**src/rtl/ice_arb_pkg.sv**
```systemverilog
// rtl/ice_arb_pkg.sv - shared types and constants for the UART transmit arbiter
package ice_arb_pkg;
    typedef enum logic {
        IDLE = 1'b0,
        HOLD = 1'b1
    } arb_state_e;

    localparam int DEF_NUM_REQ        = 4;
    localparam int DEF_TIMEOUT_CYCLES = 65535;
    localparam int GRANT_W            = 3;
    localparam int CNT_W              = 16;
endpackage

```
**src/rtl/rr_pick.sv**
```systemverilog
// rtl/rr_pick.sv - round-robin search: first set request at or above start, wrapping
module rr_pick
    import ice_arb_pkg::*;
#(
    parameter int NUM_REQ = DEF_NUM_REQ
) (
    input  logic [NUM_REQ-1:0] req_i,
    input  logic [GRANT_W-1:0] start_i,
    output logic [GRANT_W-1:0] idx_o,
    output logic               any_o
);
    localparam int PW = GRANT_W + 1;

    logic [PW-1:0] pos;

    always_comb begin
        idx_o = '0;
        any_o = 1'b0;
        pos   = '0;
        for (int k = 0; k < NUM_REQ; k++) begin
            // start_i is always < NUM_REQ, so one subtraction folds the wrap
            pos = {1'b0, start_i} + PW'(k);
            if (pos >= PW'(NUM_REQ)) begin
                pos = pos - PW'(NUM_REQ);
            end
            for (int j = 0; j < NUM_REQ; j++) begin
                if (!any_o && (pos == PW'(j)) && req_i[j]) begin
                    any_o = 1'b1;
                    idx_o = GRANT_W'(j);
                end
            end
        end
    end
endmodule

```
**src/rtl/ice_tx_arbiter.sv**
```systemverilog
// rtl/ice_tx_arbiter.sv - message-granular round-robin arbiter onto one UART byte stream
module ice_tx_arbiter
    import ice_arb_pkg::*;
#(
    parameter int NUM_REQ        = DEF_NUM_REQ,
    parameter int TIMEOUT_CYCLES = DEF_TIMEOUT_CYCLES
) (
    input  logic                 clk,
    input  logic                 reset,
    input  logic [NUM_REQ-1:0]   src_valid,
    input  logic [8*NUM_REQ-1:0] src_data,
    input  logic [NUM_REQ-1:0]   src_last,
    output logic [NUM_REQ-1:0]   src_ready,
    output logic [7:0]           tx_data,
    output logic                 tx_valid,
    input  logic                 tx_ready,
    output logic                 busy,
    output logic [GRANT_W-1:0]   grant_id,
    output logic                 abort_pulse
);
    arb_state_e         state_q, state_d;
    logic [GRANT_W-1:0] grant_q, grant_d;
    logic [GRANT_W-1:0] rr_ptr_q, rr_ptr_d;
    logic [GRANT_W-1:0] rr_next, pick_idx;
    logic [CNT_W-1:0]   cnt_q, cnt_d;
    logic               pick_any, hold, sel_valid, sel_last, xfer;

    rr_pick #(.NUM_REQ(NUM_REQ)) u_pick (
        .req_i   (src_valid),
        .start_i (rr_ptr_q),
        .idx_o   (pick_idx),
        .any_o   (pick_any)
    );

    assign hold     = (state_q == HOLD);
    assign busy     = hold;
    assign grant_id = grant_q;

    always_comb begin
        sel_valid = 1'b0;
        sel_last  = 1'b0;
        tx_data   = '0;
        src_ready = '0;
        for (int i = 0; i < NUM_REQ; i++) begin
            if (grant_q == GRANT_W'(i)) begin
                sel_valid = src_valid[i];
                sel_last  = src_last[i];
                if (hold) begin
                    tx_data      = src_data[8*i +: 8];
                    src_ready[i] = tx_ready;
                end
            end
        end
    end

    assign tx_valid = hold & sel_valid;
    assign xfer     = tx_valid & tx_ready;
    assign rr_next  = (grant_q == GRANT_W'(NUM_REQ - 1)) ? '0 : grant_q + GRANT_W'(1);

    always_comb begin
        state_d     = state_q;
        grant_d     = grant_q;
        rr_ptr_d    = rr_ptr_q;
        cnt_d       = cnt_q;
        abort_pulse = 1'b0;
        case (state_q)
            IDLE: begin
                cnt_d = '0;
                if (pick_any) begin
                    grant_d = pick_idx;
                    state_d = HOLD;
                end
            end
            HOLD: begin
                // a transfer always beats the timeout in the same cycle
                if (xfer) begin
                    cnt_d = '0;
                    if (sel_last) begin
                        state_d  = IDLE;
                        rr_ptr_d = rr_next;
                    end
                end else if (cnt_q >= CNT_W'(TIMEOUT_CYCLES - 1)) begin
                    state_d     = IDLE;
                    rr_ptr_d    = rr_next;
                    cnt_d       = '0;
                    abort_pulse = 1'b1;
                end else begin
                    cnt_d = cnt_q + CNT_W'(1);
                end
            end
            default: state_d = IDLE;
        endcase
    end

    always_ff @(posedge clk or posedge reset) begin
        if (reset) begin
            state_q  <= IDLE;
            grant_q  <= '0;
            rr_ptr_q <= '0;
            cnt_q    <= '0;
        end else begin
            state_q  <= state_d;
            grant_q  <= grant_d;
            rr_ptr_q <= rr_ptr_d;
            cnt_q    <= cnt_d;
        end
    end
endmodule

```
**config.mk**
```make
export PLATFORM = sky130hd
export DESIGN_NAME = ice_tx_arbiter
export DESIGN_NICKNAME = d
export VERILOG_FILES = /design/src/rtl/ice_arb_pkg.sv /design/src/rtl/rr_pick.sv /design/src/rtl/ice_tx_arbiter.sv
export SDC_FILE = /design/constraint.sdc
export NUM_CORES = 1
export LEC_CHECK = 0
export CAP_MARGIN = 40
export CORE_MARGIN = 8
export CORE_UTILIZATION = 49
export DETAILED_ROUTE_END_ITERATION = 12
export PLACE_DENSITY = 0.86
export RECOVER_POWER = 50
export SYNTH_ARGS = -nofsm -noshare
export SYNTH_HDL_FRONTEND = slang
export SYNTH_SLANG_ARGS = --single-unit
```
**constraint.sdc**
```tcl
create_clock -name clk -period 4 [get_ports clk]
set_clock_uncertainty 0.15 [all_clocks]
set_input_delay 0.6 -clock clk [delete_from_list [all_inputs] [get_ports clk]]
set_output_delay 0.6 -clock clk [all_outputs]
set_load 0.01 [all_outputs]
```
# Word level (Yosys, flattened, before mapping)
# Cells that the tools add are included.
[word_totals]
romBits = 0
latchBits = 0
word_cells = 162
ramBits = 0
register_bits = 23
n_memories = 0
output_inout_bits = 18
inputBits = 43
[classes]
n_eq_ne = 16
n_div = 0
n_mul = 0
bitwise = 3
n_addsub = 9
n_mux = 71
n_reduce_logical = 54
n_shift = 0
n_lt_le_gt_ge = 5
[ops]
columns = ["operator", "n"]
rows = [
  ["$mux 8", 8],
  ["$mux 1", 37],
  ["$eq 4x2->1 const B", 8],
  ["$mux 16", 2],
  ["$pmux 16 s2", 1],
  ["$logic_and 1x1->1", 31],
  ["$mux 2", 14],
  ["$add 16x1->16 const B", 1],
  ["$eq 4x1->1 const B", 4],
  ["$ge 16x16->1 const B", 1],
  ["$logic_not 4->1", 4],
  ["$mux 4", 4],
  ["$logic_not 1->1", 15],
  ["$ge 4x3->1 const B", 3],
  ["$mux 3", 4],
  ["$sub 4x3->4 const B", 3],
  ["$add 3x2->4 const B", 2],
  ["$eq 3x2->1 const B", 2],
  ["$add 3x1->4 const B", 1],
  ["$sub 3x3->4 const B", 1],
  ["$add 3x1->3 const B", 1],
  ["$eq 3x1->1 const B", 1],
  ["$ge 3x3->1 const B", 1],
  ["$logic_not 3->1", 1],
  ["other kinds (7)", 8],
]

# Logic depth before layout (Yosys ltp)
[depth]
ltp_word = 67
mapped_depth = 9
depth_no_buf = 8

# Modules after synthesis
# Synthesis repeated with hierarchy kept, for this count alone.
[hier_totals]
cells_unflattened = 260
area_unflattened_um2 = 2021.9
[modules_own_cells]
columns = ["module", "n_inst", "area_each_um2", "seq_area_each_um2", "cells_per_inst"]
rows = [
  ["ice_tx_arbiter", 1, 1594.0, 575.6, 193],
  ["rr_pick", 1, 427.9, 0.0, 67],
]

# Least setup slack after synthesis
# OpenSTA, ideal clock, no wires.
[synth_path]
path_kind = "register -> output"
start = "register grant_q[0] (netlist: grant_id[0])"
end = "output port tx_data[5]"
n_path_buf = 2
stages_incl_launch_ff = 9
setup_slack_ns = 1.617
arrival_time_ns = 1.633
required_time_ns = 3.250
cell_sequence = "dfrtp_1 -> inv_1 -> ha_1 -> clkbuf_1 -> clkbuf_1 -> a221oi_1 -> nor3_1 -> a21oi_1 -> nor2_1"
[synth_between]
elab_chain_len = 8
elab_cells_between_ends = 11
cone_classes = "eq/ne: 3; mux: 7; reduce/logical: 1"
[synth_lines]
columns = ["item", "line_no", "text"]
rows = [
  ["from (decl)", "ice_tx_arbiter.sv:22", "logic [GRANT_W-1:0] grant_q, grant_d;"],
  ["from (signal assigned)", "ice_tx_arbiter.sv:103", "grant_q <= grant_d;"],
  ["$logic_not 3->1", "ice_tx_arbiter.sv:45", "if (grant_q == GRANT_W'(i)) begin"],
  ["$mux 8", "ice_tx_arbiter.sv:45", ""],
  ["$mux 8", "ice_tx_arbiter.sv:48", "if (hold) begin"],
  ["$mux 8", "ice_tx_arbiter.sv:45", ""],
  ["$mux 8", "ice_tx_arbiter.sv:48", ""],
  ["$mux 8", "ice_tx_arbiter.sv:45", ""],
  ["$mux 8", "ice_tx_arbiter.sv:48", ""],
  ["$mux 8 *", "ice_tx_arbiter.sv:45", ""],
  ["to (decl)", "ice_tx_arbiter.sv:14", "output logic [7:0] tx_data,"],
]
# Every way passes the cells marked *; elsewhere a longest branch is shown, timed or not.

# Final worst setup path
[layout_path]
start = "register grant_q[0] (netlist: grant_id[0])"
end = "output port abort_pulse"
[layout_between]
elab_chain_len = 9
elab_cells_between_ends = 12
cone_classes = "eq/ne: 3; mux: 6; bitwise: 2; reduce/logical: 1"
[layout_lines]
columns = ["item", "line_no", "text"]
rows = [
  ["$logic_not 3->1", "ice_tx_arbiter.sv:45", ""],
  ["$mux 1 (3 in a row)", "ice_tx_arbiter.sv:45", ""],
  ["$mux 1 *", "ice_tx_arbiter.sv:45", ""],
  ["$and 1x1->1 *", "ice_tx_arbiter.sv:56", "assign tx_valid = hold & sel_valid;"],
  ["$and 1x1->1 *", "ice_tx_arbiter.sv:57", "assign xfer = tx_valid & tx_ready;"],
  ["$mux 1 *", "ice_tx_arbiter.sv:76", "if (xfer) begin"],
  ["$mux 1 *", "ice_tx_arbiter.sv:66", "case (state_q)"],
  ["to (decl)", "ice_tx_arbiter.sv:19", "output logic abort_pulse"],
]
# Marks and branches as above.

==> impl_metrics.tcl <==
set metrics [dict create \
    dr.pass1.iters 4 \
    ctsHtreeMaxLevel 1 \
    min_to "cnt_q[15]" \
    setup_viol 0 \
    antenna_found_initial 0 \
    io_buffers 59 \
    gp_congestion 0.810 \
    switching_share_pct 44.8 \
    diodes 0 \
    seq_area_um2 526 \
    place_inst 308 \
    post-route-util_pct 69.9 \
    finalSetupTns_ns 0 \
    yosysUniqueCellTypes 47 \
    detail-route-antenna-nets 0 \
    slew_headroom_pct 47.3 \
    cpLargestDelayFamily "buffers and inverters" \
    multiInputGateArea_um2 1130 \
    grt_pass1_wl_mm 7.19 \
    synth_warnings 0 \
    final_common_cell "clkdlybuf4s50_1" \
    slowest_stage "ha_1" \
    endpoint_kind "primary output" \
    slowest_delay_ns 0.56 \
    synthCells 211 \
    fillers 274 \
    critical_path_class "reg2out" \
    crit_path_cell_trace "inv_1 -> ha_1 -> a211oi_1 -> a221oi_1 -> nand2_1 -> and3_1 -> clkdlybuf4s50_1" \
    cts_tree "done" \
    seq_area_frac_synth_pct 30.1 \
    viasPerCell 5.45 \
    irDropWorstVdd_mv 0.328 \
    synthAdderAreaFrac_pct 7.16 \
    wl_per_cell_um 14.7 \
    via_count 1700 \
    worstReg2RegEnd "rr_ptr_q[1]" \
    drcViolationCount 0 \
    hpwl_mm 3.55 \
    fin_crit_sh_pct 89.1 \
    leakage_uw 0.00100 \
    cts.path.max_buffers 2 \
    cts_hold_buffers 0 \
    crit_path_start_kind "flop" \
    placeableCoreArea_um2 3390 \
    synth_compound_gate_area_share_pct 17.5 \
    cts-root-buf "clkbuf_4" \
    area_growth_pct 35.6 \
    start_util_pct 51.6 \
    slew_viol_final 0 \
    cp_data_arrival_time_ns 2.81 \
    synth-edff-count 0 \
    crit_path_start "grant_id[0]" \
    avgSynthCellArea_um2 8.28 \
    seq_power_share_pct 24.6 \
    worstSetupPathDepth 7 \
    crit_fanout 21 \
    synthSimpleGateAreaFrac_pct 30.4 \
    fp.dieH_um 75.7 \
    synthFlopType "dfrtp_1" \
    ff2ff_path_depth 7 \
    clock_latency_ns 0.30 \
    ios 61 \
    cap_viol_max_count 0 \
    min_from "cnt_q[15]" \
    hold_depth 2 \
    ys_ff_latch 21 \
    track_usage_pct 15.6 \
    p_clk_share_pct 7.3 \
    min_path_type "reg2reg" \
    synth_xor_xnor_area_share_pct 6.51 \
    die_w_um 75.7 \
    die_area_um2 5730 \
    clkSinkCount 21 \
    power.net_switching_uw 614 \
    post_cts_buffers 0 \
    final_cells 312 \
    reg2reg_from "grant_id[0]" \
    powerDensity_nw_per_um2 578 \
    max_freq_mhz 281 \
    hold_violations 0 \
    layout.nets 320 \
    drt-initial-drc-count 59 \
    wirelength_mm 4.60 \
    grt_max_degree 25 \
    muxShareOfSynthArea_pct 2.86 \
    outcome "completed" \
    worstPathRequired_ns 3.25 \
    drive_above_1_share_pct 4.89 \
    synth_top_family_by_area "simple AND/OR/NAND/NOR gates" \
    worst_pin_slew_ns 0.790 \
    overflow 0 \
    rsz0062_at_grt "false" \
    numCtsBuffers 3 \
    pre_cts_ws_ns 0.805 \
    syn_area_um2 1750 \
    first_global_vias 1579 \
    layout_common_cells "55 x clkdlybuf4s50_1, 30 x nor2_1, 21 x dfrtp_1" \
    p_int_uw 756 \
    layout_setup_ws_ns 0.436 \
    critPathBufInv 2 \
    rows 21 \
    reg2reg_slack_ns 1.26 \
    async_flop_share_pct 100 \
    clkTransAtPathRegs_ns 0.11 \
    cts.repair.resized 0 \
    power_uw 1370 \
    combPwrFrac_pct 68.0 \
    min_period_ns 3.56 \
]
-- synthesized netlist by cell type, types with 3 or more instances --
library cell / count / share of area (%)
a21oi_1: 15 / 4.3
a221oi_1: 7 / 3.5
and3_1: 7 / 2.5
clkbuf_1: 6 / 1.3
dfrtp_1: 21 / 30
ha_1: 10 / 7.2
inv_1: 8 / 1.7
nand2_1: 11 / 2.4
nand2b_1: 3 / 1.1
nand3_1: 10 / 2.9
nand4_1: 3 / 1.1
nor2_1: 30 / 6.4
nor2b_1: 13 / 4.7
nor3_1: 8 / 2.3
o21ai_0: 5 / 1.4
xnor2_1: 6 / 3.0
xor2_1: 7 / 3.5
-- registers in the layout, indices dropped and copies added (netlist names) --
signal and flops:
grant_id 2, busy 1, rr_ptr_q 2, cnt_q 16
-- final cells by class --
| cell class | instances | share of cell area (%) |
|---|---|---|
| multi-input combinational | 173 | 47.9 |
| clock buffer | 3 | 0.950 |
| sequential | 21 | 22.2 |
| tap | 46 | 2.43 |
| timing repair buffer | 59 | 24.9 |
| clock inverter | 1 | 0.211 |
| inverter | 9 | 1.43 |
-- power by group through the flow --
stage | registers, uW | logic [uW] | clock network [uW]
after floorplan | 307 | 639 | 0
after global placement | 341 | 937 | 0
after detailed placement | 344 | 945 | 0
after CTS | 340 | 950 | 103
after global routing | 351 | 1030 | 109
final | 337 | 933 | 101
-- worst min-delay path: cells and delay by family (launching register included) --
family           cells  cell delay, ns
flip-flops           1            0.36
AO/OA/AOI/OAI        1            0.05
AND/OR/NAND/NOR      1            0.08
-- through the flow --
stage	hold WS, ns	cell area, um2
2_1_floorplan	0.310	1760
3_3_place_gp	0.335	2350
3_5_place_dp	0.334	2350
4_1_cts	0.367	2380
5_1_grt	0.426	2370
6_report	0.362	2370
-- metal layers --
metal	global-route usage, %	wire (um)	vias up
li1	-	-	851
met1	21.0	2220	780
met2	25.7	1900	64
met3	2.37	444	5
met4	3.20	34	0
met5	0	0	-
-- worst max path at each step --
stage / to / slack, ns
finish: abort_pulse / 0.44
global route: abort_pulse / 0.15
CTS: abort_pulse / 0.50
detailed placement: abort_pulse / 0.81
global placement: abort_pulse / 0.83
floorplan: tx_data[5] / 1.62
-- kinds of logic (layout without fill, tap and decap cells) --
kind of cell               after synthesis  in the layout
DFF                                     21             21
xor gates and xnor gates                13             13
adders and majority gates               10             10
AOI/OAI and AO/OA                       43             43
buffers and inverters                   20             72
muxes                                    4              4
other                                    2              5
and+or+nand+nor                         98             98
Power figures use the tool's default switching activity.
